`src/rtl/pusch_re_slot_scheduler.sv`:
```
// PUSCH RE mapper slot sequencer: checks and latches a slot config, then
// issues DMRS/FFT symbol starts paced by the mapper's symbol-done edge.
module pusch_re_slot_scheduler #(
    parameter int NUM_SYM  = 14,
    parameter int TIMEOUT  = 4096,
    parameter int TO_W     = 13,
    parameter int TOTAL_SC = 1200
) (
    input  logic        CLK_RE,
    input  logic        RST_RE,
    input  logic        Cfg_Valid,
    output logic        Cfg_Ready,
    input  logic [10:0] Cfg_N_sc,
    input  logic [6:0]  Cfg_N_rb,
    input  logic [3:0]  Cfg_Sym_Start,
    input  logic [3:0]  Cfg_Sym_End,
    output logic        Cfg_Err,
    output logic [10:0] N_sc,
    output logic [6:0]  N_rb,
    output logic [3:0]  Sym_Start,
    output logic [3:0]  Sym_End,
    output logic        Dmrs_Start,
    output logic        Fft_Start,
    output logic [3:0]  Sym_Idx,
    input  logic        Sym_Done,
    input  logic        Abort,
    input  logic        Err_Clr,
    output logic        Busy,
    output logic        Slot_Done,
    output logic        Slot_Err
);

    typedef enum logic [2:0] {
        IDLE,
        DMRS_REQ,
        DMRS_WAIT,
        DATA_REQ,
        DATA_WAIT,
        DONE,
        ERROR
    } state_t;

    state_t state, state_n;

    logic            sym_done_d;
    logic [TO_W-1:0] wdog;
    logic            ev;
    logic            wd_exp;
    logic [11:0]     cfg_end;
    logic            cfg_bad;
    logic            accept;
    logic            reject;
    logic            idx_inc;
    logic            cfg_err_q;

    assign ev     = Sym_Done & ~sym_done_d;
    assign wd_exp = (wdog == TO_W'(TIMEOUT - 1));

    // 12 bits covers the worst case 2047 + 127*12
    assign cfg_end = {1'b0, Cfg_N_sc} + (12'(Cfg_N_rb) * 12'd12);
    assign cfg_bad = (Cfg_N_rb == 7'd0)
                   | (Cfg_Sym_End < Cfg_Sym_Start)
                   | (Cfg_Sym_End > 4'(NUM_SYM - 1))
                   | (cfg_end > 12'(TOTAL_SC));

    always_comb begin
        state_n = state;
        accept  = 1'b0;
        reject  = 1'b0;
        idx_inc = 1'b0;
        unique case (state)
            IDLE: begin
                if (Cfg_Valid) begin
                    if (cfg_bad) begin
                        reject = 1'b1;
                    end else begin
                        accept  = 1'b1;
                        state_n = DMRS_REQ;
                    end
                end
            end
            DMRS_REQ: state_n = DMRS_WAIT;
            DATA_REQ: state_n = DATA_WAIT;
            DMRS_WAIT, DATA_WAIT: begin
                // a completing symbol beats a simultaneous watchdog expiry
                if (ev) begin
                    if (Sym_Idx == Sym_End) begin
                        state_n = DONE;
                    end else begin
                        idx_inc = 1'b1;
                        state_n = DATA_REQ;
                    end
                end else if (wd_exp) begin
                    state_n = ERROR;
                end
            end
            DONE: state_n = IDLE;
            ERROR: begin
                if (Err_Clr) state_n = IDLE;
            end
            default: state_n = IDLE;
        endcase
        if (Abort && state != IDLE) begin
            state_n = IDLE;
            idx_inc = 1'b0;
        end
    end

    always_ff @(posedge CLK_RE or negedge RST_RE) begin
        if (!RST_RE) begin
            state      <= IDLE;
            sym_done_d <= 1'b0;
            wdog       <= '0;
            cfg_err_q  <= 1'b0;
            N_sc       <= '0;
            N_rb       <= '0;
            Sym_Start  <= '0;
            Sym_End    <= '0;
            Sym_Idx    <= '0;
        end else begin
            state      <= state_n;
            sym_done_d <= Sym_Done;
            cfg_err_q  <= reject;
            if (state == DMRS_WAIT || state == DATA_WAIT) begin
                wdog <= wdog + 1'b1;
            end else begin
                wdog <= '0;
            end
            if (accept) begin
                N_sc      <= Cfg_N_sc;
                N_rb      <= Cfg_N_rb;
                Sym_Start <= Cfg_Sym_Start;
                Sym_End   <= Cfg_Sym_End;
                Sym_Idx   <= Cfg_Sym_Start;
            end else if (idx_inc) begin
                Sym_Idx <= Sym_Idx + 4'd1;
            end
        end
    end

    assign Cfg_Ready  = (state == IDLE);
    assign Busy       = (state != IDLE);
    assign Dmrs_Start = (state == DMRS_REQ);
    assign Fft_Start  = (state == DATA_REQ);
    assign Slot_Done  = (state == DONE);
    assign Slot_Err   = (state == ERROR);
    assign Cfg_Err    = cfg_err_q;

endmodule
```
`config.mk`:
```
export PLATFORM = sky130hd
export DESIGN_NAME = pusch_re_slot_scheduler
export DESIGN_NICKNAME = d
export VERILOG_FILES = /design/src/rtl/pusch_re_slot_scheduler.sv
export SDC_FILE = /design/constraint.sdc
export NUM_CORES = 1
export LEC_CHECK = 0
export CELL_PAD_IN_SITES_DETAIL_PLACEMENT = 1
export CELL_PAD_IN_SITES_GLOBAL_PLACEMENT = 1
export CORE_AREA = 2 2 96 98
export DETAILED_ROUTE_END_ITERATION = 8
export DIE_AREA = 0 0 98 100
export PLACE_DENSITY_LB_ADDON = 0.25
export RECOVER_POWER = 50
export SYNTH_ARGS = -nofsm -noshare
export SYNTH_HDL_FRONTEND = slang
export SYNTH_SLANG_ARGS = --single-unit
export TNS_END_PERCENT = 10
```
`constraint.sdc`:
```
create_clock -name CLK_RE -period 2.07 [get_ports CLK_RE]
set_input_delay 0.621 -clock CLK_RE [delete_from_list [all_inputs] [get_ports CLK_RE]]
set_output_delay 0.621 -clock CLK_RE [all_outputs]
set_load 0.02 [all_outputs]
```
# Yosys cells after proc, flatten, opt, wreduce, memory -nomap -nowiden
# Index checks and enable logic that the tools add are counted.
# word_totals
ff_bits,48
in_bits,32
out_inout_bits,37
elab_cells,62
# op_classes
n_addsub,3
multipliers,1
order_cmp,3
eq_ne,12
muxes,21
n_bitwise,5
reduce_logical,8
# op_table
operator,count
$mux W3,7
$pmux W3 S5,1
$add A13 B1 Y13 const B,1
$eq A13 B12 Y1 const B,1
$mux W13,1
$add A11 B11 Y12,1
$gt A12 B11 Y1 const B,1
$mux W1,10
$eq A3 B3 Y1 const B,3
$mul A7 B2 Y9 const B,1
$ne A3 B2 Y1 const B,3
$mux W4,2
$logic_not A7 Y1,1
$eq A3 B2 Y1 const B,2
$add A4 B1 Y4 const B,1
$eq A4 B4 Y1,1
$gt A4 B4 Y1 const B,1
$lt A4 B4 Y1,1
$ne A4 B4 Y1 const B,1
$reduce_and A4 Y1,1
$eq A3 B1 Y1 const B,1
$logic_not A3 Y1,1
$or A1 B1 Y1,3
$reduce_bool A3 Y1,1
6 further kinds,6

# Depth between registers and ports, before layout
# Gate-level depths: netlist of the first run.
# logic_depth
ltp_word,8
mapped_depth,17
depth_no_buf,16

# Worst setup path after synthesis of the first run
# OpenSTA, ideal clock, no wires.
# synth_path
kind,input-to-reg
from,input port Cfg_N_rb[0]
to,register N_sc[7]
arrival_time_ns,3.808
required_ns,1.942
path_slack_ns,-1.865
stages,16
path_buffers,1
cell_sequence,ha_1 > fa_1 > a21o_1 > a21oi_1 > inv_1 > a21oi_1 > nor2_1 > nor2_1 > xnor2_1 > ha_1 > a2111oi_1 > nand4_1 > a2111oi_4 > a31oi_4 > buf_2 > mux2_1
# synth_via
elab_chain_len,7
word_cells_on_any_way,10
cone_classes,1 x add/sub; 1 x mul; 1 x order compare; 3 x mux; 3 x bitwise; 1 x reduce/logical
# synth_lines
element,line_no,rtl
from (decl),14,"input logic [6:0] Cfg_N_rb,"
$mul A7 B2 Y9 or $logic_not A7 Y1 (tied branches),"60, 61",
$add A11 B11 Y12 or $or A1 B1 Y1 (tied branches),"60, 62",
$gt A12 B11 Y1 or $or A1 B1 Y1 (tied branches),"64, 63",
$or A1 B1 Y1 *,64,| (cfg_end > 12'(TOTAL_SC));
$mux W1 *,74,if (cfg_bad) begin
$mux W1 *,73,if (Cfg_Valid) begin
$mux W1 *,71,unique case (state)
to (signal assigned),130,N_sc <= Cfg_N_sc;
to (decl),18,"output logic [10:0] N_sc,"
# Every way passes the cells marked *; elsewhere a longest branch is shown, timed or not.
# A chain may end at the register's enable or synchronous reset.

# Worst setup path after layout of the first run
# layout_path
from,input port Cfg_N_rb[1]
to,register N_sc[2]
# The elaborated chain is that of the path after synthesis.

==> reports/qor.tcl, run 1 <==
set qor(asyncSetResetFlopFracSynth) 1.00
set qor(synth.yosys.seq_area_share) 0.403
set qor(vias) 2754
set qor(adder_cell_share_of_the_synthesized_area) 0.118
set qor(finClkSkew_ns) 0.00868
set qor(ys_dominant_reg_cell) {sky130_fd_sc_hd__dfrtp_1}
set qor(fillCellCount) 974
set qor(max_stage_delay_ns) 0.41
set qor(crit_type) {in -> reg}
set qor(tritoncts.num_buffers) 5
set qor(synthToLayoutAreaGrowth_pct) 60.3
set qor(die-height_um) 100
set qor(design.die.area_sq_um) 9800
set qor(yosys-top-cells-area) {sky130_fd_sc_hd__dfrtp_1, sky130_fd_sc_hd__ha_1, sky130_fd_sc_hd__mux2_1}
set qor(total_power_w) 0.00505
set qor(wl_met2_um) 5220
set qor(leakagePower_nw) 2.21
set qor(viasPerCell) 5.01
set qor(antennaDiodeCount) 0
set qor(clk_root_buffer_cell) {sky130_fd_sc_hd__clkbuf_8}
set qor(drt-initial-drc-count) 35
set qor(cell_types_with_the_highest_counts_after_synthesis) {sky130_fd_sc_hd__dfrtp_1, sky130_fd_sc_hd__nor2_1, sky130_fd_sc_hd__ha_1}
set qor(floorplan.core_area_sq_um) 8890
set qor(setup_viol) 32
set qor(dr.max_layer_used) {met4}
set qor(post-synth-top-area-fraction) 0.403
set qor(drc_violation_count_after_routing) 0
set qor(gpl.final_weighted_congestion) 0.818
set qor(synth_seq_cells) 48
set qor(wl_per_cell_um) 17.1
set qor(finalHoldViolations) 0
set qor(htree_num_levels) 2
set qor(power-per-cell-area_nw_per_um2) 1050
set qor(worst-path-max-fanout) 8
set qor(track_usage) 0.180
set qor(yosys.area_share.xor_xnor) 0.0704
set qor(synth-compound-area-share) 0.156
set qor(synth_cell_types) 54
set qor(firstDrtPassIters) 4
set qor(synth_cells) 295
set qor(clock_path_buffers) 2
set qor(drt-total-wl_um) 9410
set qor(synth_enable_flop_cells) 0
set qor(grt_pass1_vias) 2967
set qor(synth_mux_area_frac) 0.0675
set qor(die-width_um) 98
set qor(final_cell_utilization_of_the_core) 0.538
set qor(clock_network_latency_to_the_later_pin_of_the_worst_skew_pair_ns) 0.31
set qor(synthesis.nets) 354
set qor(timing.max_slew.rel_slack) 0.260
set qor(post-route-min-period_ns) 3.66
set qor(warnings_synthesis) 0
set qor(antenna_violations_before_repair) 0
set qor(syn_area_per_cell_sq_um) 10.1
set qor(result_of_the_run) {complete, but fails checks}
set qor(mappedNetlistArea_sq_um) 2980
set qor(grt_setup_unrepaired) {yes}
set qor(cap_violations) 0
set qor(yosys.cell_count.top_type) {sky130_fd_sc_hd__dfrtp_1}
set qor(final-max-slew-violation-count) 0
set qor(std_cell_rows) 35
set qor(detailed_place_hpwl_um) 6790
set qor(post_synthesis_simple_gate_area_fraction) 0.145
set qor(wire_length_of_the_first_global_routing_pass_um) 14200
set qor(pin_count_of_the_biggest_net_entering_global_routing) 22
set qor(globalRouteOverflowTotal) 0
set qor(route.antenna.remaining_nets) 0
set qor(share_of_layout_cells_above_drive_strength_1) 0.349
set qor(synth_top_family_by_area) {compound AO/OA/AOI/OAI gates}
set qor(cts.sinks) 48
set qor(ports) 69
set qor(tritoncts_clock_tree) {built}
set qor(final_min_period_over_clock_period) 1.77
set qor(wl_met1_um) 3710
set qor(endpoint_kind) {flip-flop}
set qor(max_slew.worst_pin.slew_ns) 1.11
set qor(finalInstanceArea_sq_um) 4780
set qor(fmax_mhz) 273
set qor(violations) {negative setup slack}
set qor(port_buffers) 68
set qor(route.met3.wl_um) 306
set qor(crit_slowest_cell) {sky130_fd_sc_hd__a2111oi_4}
set qor(irDropWorstVdd_uv) 539
set qor(worstSetupStartpointType) {input port}
set qor(worstPathRequired_ns) 2.26
set qor(clkTransAtPathRegs_ns) 0.09
set qor(fin_nets) 497
set qor(start_util) 0.336
set qor(timing.final.ws_setup_ns) -1.59
set qor(path_cells) {buf_12 > ha_4 > a21o_1 > a21oi_2 > o21bai_1 > a21oi_2 > xor2_1 > ha_1 > and2_4 > a2111oi_4 > a31oi_4 > a2111oi_4 > a31oi_4 > buf_12 > clkbuf_16 > mux2_4}
set qor(arrival_ns) 3.86
set qor(detailed_place.area_sq_um) 4410
set qor(hp-class) {in -> async}
set qor(netlist.top_cell.by_area) {sky130_fd_sc_hd__dfrtp_1}
set qor(buffers_and_inverters_on_the_worst_path) 3
set qor(crit_family) {compound AO/OA/AOI/OAI gates}
[per-stage QoR]
step,std cells,hold slack (ns),TNS [ns],worst slack [ns]
floorplan,295,0.325,-45.30,-1.52
global placement,532,0.448,-69.23,-2.27
detailed placement,532,0.474,-73.43,-2.42
CTS,547,0.263,-46.00,-1.50
global route,550,0.496,-53.78,-1.73
finish,550,0.489,-48.79,-1.59
[per-layer routing]
layer,vias up,GRT usage
met3,14,0.0292
met5,-,0
met2,51,0.345
li1,1310,-
met1,1379,0.203
met4,0,0.0609
[cells by family (layout without fill, tap and decap cells)]
family                   Yosys count  count (layout)
AO/OA/AOI/OAI                     62              62
adder cells (fa/ha/maj)           27              27
multiplexers                      18              18
buffers and inverters             27             171
XOR/XNOR                          24              24
flip-flops                        48              48
AND/OR/NAND/NOR                   89              89
[timing repair]
item | in CTS | in global routing
endpoints found under the setup margin | 38 | 39
resized for setup | 51 | 35
hold buffers | 0 | 0
gates cloned | 0 | 2
setup buffers | 8 | 1
pin swaps | 19 | 20
[cell type report]
cell class	count	area, sq um	share of cell area
Clock inverter	2	35.0	0.00732
Multi-Input combinational cell	220	1930	0.403
Sequential cell	48	1200	0.251
Clock buffer	6	72.6	0.0152
Tap cell	111	139	0.0290
Inverter	18	67.6	0.0141
Timing Repair Buffer	145	1340	0.280
[cells in the final DEF, fill, tap and decap left out, types with 8 or more instances in the layout]
cell / synthesis / routed
sky130_fd_sc_hd__clkdlybuf4s50_1: 0 / 54
sky130_fd_sc_hd__inv_1: 18 / 16
sky130_fd_sc_hd__buf_4: 2 / 63
sky130_fd_sc_hd__nand2_1: 24 / 19
sky130_fd_sc_hd__a21oi_1: 16 / 8
sky130_fd_sc_hd__xor2_1: 9 / 9
sky130_fd_sc_hd__nor2_1: 26 / 23
sky130_fd_sc_hd__a21oi_2: 2 / 9
sky130_fd_sc_hd__nand3_1: 8 / 8
sky130_fd_sc_hd__ha_1: 25 / 19
sky130_fd_sc_hd__dfrtp_1: 48 / 47
sky130_fd_sc_hd__xnor2_1: 15 / 15
sky130_fd_sc_hd__o21ai_0: 13 / 8
sky130_fd_sc_hd__mux2_4: 0 / 12
[worst paths after layout]
path	from	endpoint	slack, ns	cells after the start
max in group asynchronous	RST_RE	N_sc[0]$_DFFE_PN0P_	0.59	2
min in group CLK_RE	wdog[0]$_DFF_PN0_	wdog[0]$_DFF_PN0_	0.49	1
worst max register to register	state[2]$_DFFE_PN0P_	N_sc[2]$_DFFE_PN0P_	0.01	8
worst min-delay path	RST_RE	Sym_Idx[0]$_DFFE_PN0P_	0.49	1
worst min register to register	wdog[0]$_DFF_PN0_	wdog[0]$_DFF_PN0_	0.49	1
worst max-delay path	Cfg_N_rb[1]	N_sc[2]$_DFFE_PN0P_	-1.59	16
[where the power goes]
part / internal [W] / switching (W)
clock network: 0.000359 / 0.000332
registers: 0.00125 / 0.000248
logic: 0.00147 / 0.00138
total: 0.00308 / 0.00196
[state kept, by name, indices dropped and copies added, names as in the netlist]
name	count
Cfg_Err	1
N_rb	7
N_sc	11
Sym_End	4
Sym_Idx	4
Sym_Start	4
state	3
sym_done_d	1
wdog	13
Note: power is estimated with default switching activity, not from simulation.
==> run 2, diff against run 1 <==
--- a/config.mk
+++ b/config.mk
@@ -5,11 +5,10 @@
 export SDC_FILE = /design/constraint.sdc
 export NUM_CORES = 1
 export LEC_CHECK = 0
-export CELL_PAD_IN_SITES_DETAIL_PLACEMENT = 1
-export CELL_PAD_IN_SITES_GLOBAL_PLACEMENT = 1
-export CORE_AREA = 2 2 96 98
+export CORE_AREA = 2 2 83 85
+export CTS_BUF_LIST = sky130_fd_sc_hd__clkbuf_4 sky130_fd_sc_hd__clkbuf_8
 export DETAILED_ROUTE_END_ITERATION = 8
-export DIE_AREA = 0 0 98 100
+export DIE_AREA = 0 0 85 87
 export PLACE_DENSITY_LB_ADDON = 0.25
 export RECOVER_POWER = 50
 export SYNTH_ARGS = -nofsm -noshare
==> run 2 against run 1 <==
Against the previous run:
- largest power group unchanged
- hold slack got worse by 0.030 ns
- combinational power increased by 1%
- maximum frequency is 1.2% lower
- register-to-register slack improved by 0.02 ns
- the flow still finishes with violations (negative setup slack)
- sequential share of layout area fell by 0.16 points
- worst setup slack lost 0.044 ns
- routed wire length is 10% lower
- clock power rose by 22%
- non-clock buffer count rose by 2
- final area grew 0.52%
- cell count shrank 5.1%
==> reports/qor.tcl, run 2 (same netlist as run 1, synthesis figures left out) <==
set qor(crit-reg2reg-launch) {state[1]$_DFFE_PN0P_}
set qor(grt_setup_unrepaired) {yes}
set qor(timing.final.ws_setup_ns) -1.64
set qor(cts.sinks) 48
set qor(detailed_place.area_sq_um) 4340
set qor(final_min_period_over_clock_period) 1.79
set qor(regToRegEndpoint) {N_sc[2]$_DFFE_PN0P_}
set qor(layout_top_registers) {wdog (13), N_sc (11), N_rb (7)}
set qor(result_of_the_run) {complete, but fails checks}
set qor(crit_type) {in -> reg}
set qor(fillCellCount) 467
set qor(drt-initial-drc-count) 87
set qor(cap_violations) 0
set qor(violations) {negative setup slack}
set qor(stdcell_count) 522
set qor(globalRouteOverflowTotal) 0
set qor(clock_network_latency_to_the_later_pin_of_the_worst_skew_pair_ns) 0.31
set qor(route.antenna.remaining_nets) 0
set qor(largest_reg_flops) 13
set qor(antennaDiodeCount) 0
set qor(std_cell_rows) 30
set qor(start_util) 0.454
set qor(floorplan.core_area_sq_um) 6570
set qor(viasPerCell) 5.25
set qor(vias) 2738
set qor(holdBufCountCts) 0
set qor(endpoint_kind) {flip-flop}
set qor(design.die.area_sq_um) 7400
set qor(pin_count_of_the_biggest_net_entering_global_routing) 28
set qor(ports) 69
set qor(setup_viol) 32
set qor(firstDrtPassIters) 4
set qor(drt-total-wl_um) 8430
set qor(htree_num_levels) 2
set qor(clkTransAtPathRegs_ns) 0.10
set qor(clk_root_buffer_cell) {sky130_fd_sc_hd__clkbuf_8}
set qor(antenna_violations_before_repair) 0
set qor(wire_length_of_the_first_global_routing_pass_um) 14100
set qor(reg2reg_setup_slack_ns) 0.03
set qor(whs_endpoint) {wdog[0]$_DFF_PN0_}
set qor(fmax_mhz) 270
set qor(worstPathRequired_ns) 2.27
set qor(share_of_layout_cells_above_drive_strength_1) 0.351
set qor(grt_pass1_vias) 3008
set qor(largest_register) {wdog}
set qor(gpl.final_weighted_congestion) 0.770
set qor(finalInstanceArea_sq_um) 4810
set qor(final-max-slew-violation-count) 0
set qor(dp.cells) 499
set qor(irDropWorstVdd_uv) 792
set qor(leakagePower_nw) 2.22
set qor(die-height_um) 87
set qor(power-per-cell-area_nw_per_um2) 1090
set qor(die-width_um) 85
set qor(detailed_place_hpwl_um) 5450
set qor(track_usage) 0.243
set qor(worstSetupStartpointType) {input port}
set qor(synthToLayoutAreaGrowth_pct) 61.2
set qor(layout.cells.most_common) {sky130_fd_sc_hd__buf_4}
set qor(register_area_sq_um) 1200
set qor(max_slew.worst_pin.slew_ns) 1.25
set qor(worst_hold_startpoint) {wdog[0]$_DFF_PN0_}
set qor(finalHoldViolations) 0
set qor(fin_nets) 500
set qor(ff2ff_path_depth) 8
set qor(multi_input_comb_area_sq_um) 1980
set qor(finClkSkew_ns) 0.00887
set qor(clock_path_buffers) 2
set qor(tritoncts.num_buffers) 5
set qor(hp-class) {reg -> reg}
set qor(worstHoldPathCells) 1
set qor(wl_per_cell_um) 16.1
set qor(layout_common_cells) {sky130_fd_sc_hd__buf_4, sky130_fd_sc_hd__clkdlybuf4s50_1, sky130_fd_sc_hd__dfrtp_1}
set qor(tritoncts_clock_tree) {built}
set qor(port_buffers) 68
set qor(post-route-min-period_ns) 3.71
set qor(final_cell_utilization_of_the_core) 0.732
set qor(arrival_ns) 3.91
set qor(timing.max_slew.rel_slack) 0.167
set qor(drc_violation_count_after_routing) 0
set qor(worst-path-max-fanout) 5
run 2: changes by cell type in the layout (fill, tap and decap cells not counted), sizes merged:
cell and change:
a31oi +1, buf +7, bufinv +1, clkbuf -6, clkdlybuf4s50 -2, clkinv -1, dlygate4sd2 +2, inv +1
run 2: timing repair:
| action | CTS | global route |
|---|---|---|
| gates cloned | 2 | 0 |
| gates resized for setup | 66 | 24 |
| hold endpoints to repair | 0 | 0 |
| setup endpoints to repair | 39 | 41 |
| pin swaps | 28 | 14 |
| buffers inserted | 12 | 1 |
run 2: how the worst max path moves through the flow:
| stage | startpoint | endpoint | slack [ns] | cells after the start |
|---|---|---|---|---|
| 3_3_place_gp | Cfg_N_rb[1] | Sym_End[0]$_DFFE_PN0P_ | -2.67 | 14 |
| 2_1_floorplan | Cfg_N_rb[0] | N_rb[6]$_DFFE_PN0P_ | -1.52 | 16 |
| 4_1_cts | Cfg_N_rb[1] | N_sc[2]$_DFFE_PN0P_ | -1.56 | 18 |
| 6_report | Cfg_N_rb[1] | N_sc[2]$_DFFE_PN0P_ | -1.64 | 17 |
| 3_5_place_dp | Cfg_N_rb[1] | N_sc[9]$_DFFE_PN0P_ | -2.77 | 14 |
| 5_1_grt | Cfg_N_rb[1] | N_sc[7]$_DFFE_PN0P_ | -1.74 | 18 |
run 2: layout make-up:
| cell class | count | area share |
|---|---|---|
| Clock buffer | 5 | 0.0143 |
| Sequential cell | 48 | 0.250 |
| Tap cell | 80 | 0.0208 |
| Timing Repair Buffer | 147 | 0.275 |
| Clock inverter | 3 | 0.0143 |
| Inverter | 18 | 0.0140 |
| Multi-Input combinational cell | 221 | 0.412 |
run 2: per-layer routing:
layer / share of wire / GRT usage / vias to the layer above
met1: 0.41 / 0.280 / 1330
met5: 0 / 0 / -
li1: - / - / 1327
met3: 0.033 / 0.0370 / 21
met2: 0.52 / 0.431 / 60
met4: 0.034 / 0.133 / 0
run 2: power breakdown:
group	switching (W)	total, W	leakage (nW)	internal, W
clock	0.000355	0.000842	0.0687	0.000487
sequential	0.000248	0.00150	0.614	0.00125
combinational	0.00137	0.00289	1.54	0.00152
total	0.00198	0.00523	2.22	0.00326
run 2: per-stage QoR:
| stage | hold slack, ns | TNS, ns | power, W | setup slack, ns |
|---|---|---|---|---|
| after floorplan | 0.325 | -45.30 | 0.00294 | -1.52 |
| after global placement | 0.444 | -82.32 | 0.00411 | -2.67 |
| after detailed placement | 0.450 | -85.57 | 0.00416 | -2.77 |
| after CTS | 0.292 | -47.22 | 0.00520 | -1.56 |
| after global routing | 0.502 | -55.07 | 0.00555 | -1.74 |
| final | 0.459 | -49.45 | 0.00523 | -1.64 |
run 2: worst max-delay path: stages:
cell	delay, ns
sky130_fd_sc_hd__buf_12	0.11
sky130_fd_sc_hd__ha_4	0.22
sky130_fd_sc_hd__a21o_1	0.17
sky130_fd_sc_hd__a21oi_4	0.14
sky130_fd_sc_hd__o21bai_1	0.09
sky130_fd_sc_hd__a21oi_2	0.24
sky130_fd_sc_hd__xor2_2	0.24
sky130_fd_sc_hd__ha_4	0.24
sky130_fd_sc_hd__and2_4	0.16
sky130_fd_sc_hd__buf_4	0.13
sky130_fd_sc_hd__a2111oi_4	0.36
sky130_fd_sc_hd__a31oi_4	0.08
sky130_fd_sc_hd__a2111oi_4	0.34
sky130_fd_sc_hd__buf_4	0.18
sky130_fd_sc_hd__a31oi_4	0.06
sky130_fd_sc_hd__buf_12	0.20
sky130_fd_sc_hd__mux2_4	0.30
==> run 3, diff against run 2 <==
--- a/config.mk
+++ b/config.mk
@@ -7,6 +7,7 @@
 export LEC_CHECK = 0
 export CORE_AREA = 2 2 83 85
 export CTS_BUF_LIST = sky130_fd_sc_hd__clkbuf_4 sky130_fd_sc_hd__clkbuf_8
+export CTS_CLUSTER_DIAMETER = 80
 export DETAILED_ROUTE_END_ITERATION = 8
 export DIE_AREA = 0 0 85 87
 export PLACE_DENSITY_LB_ADDON = 0.25
==> results of run 3 <==
Final layout, timing and power as in run 2 (identical DEF).
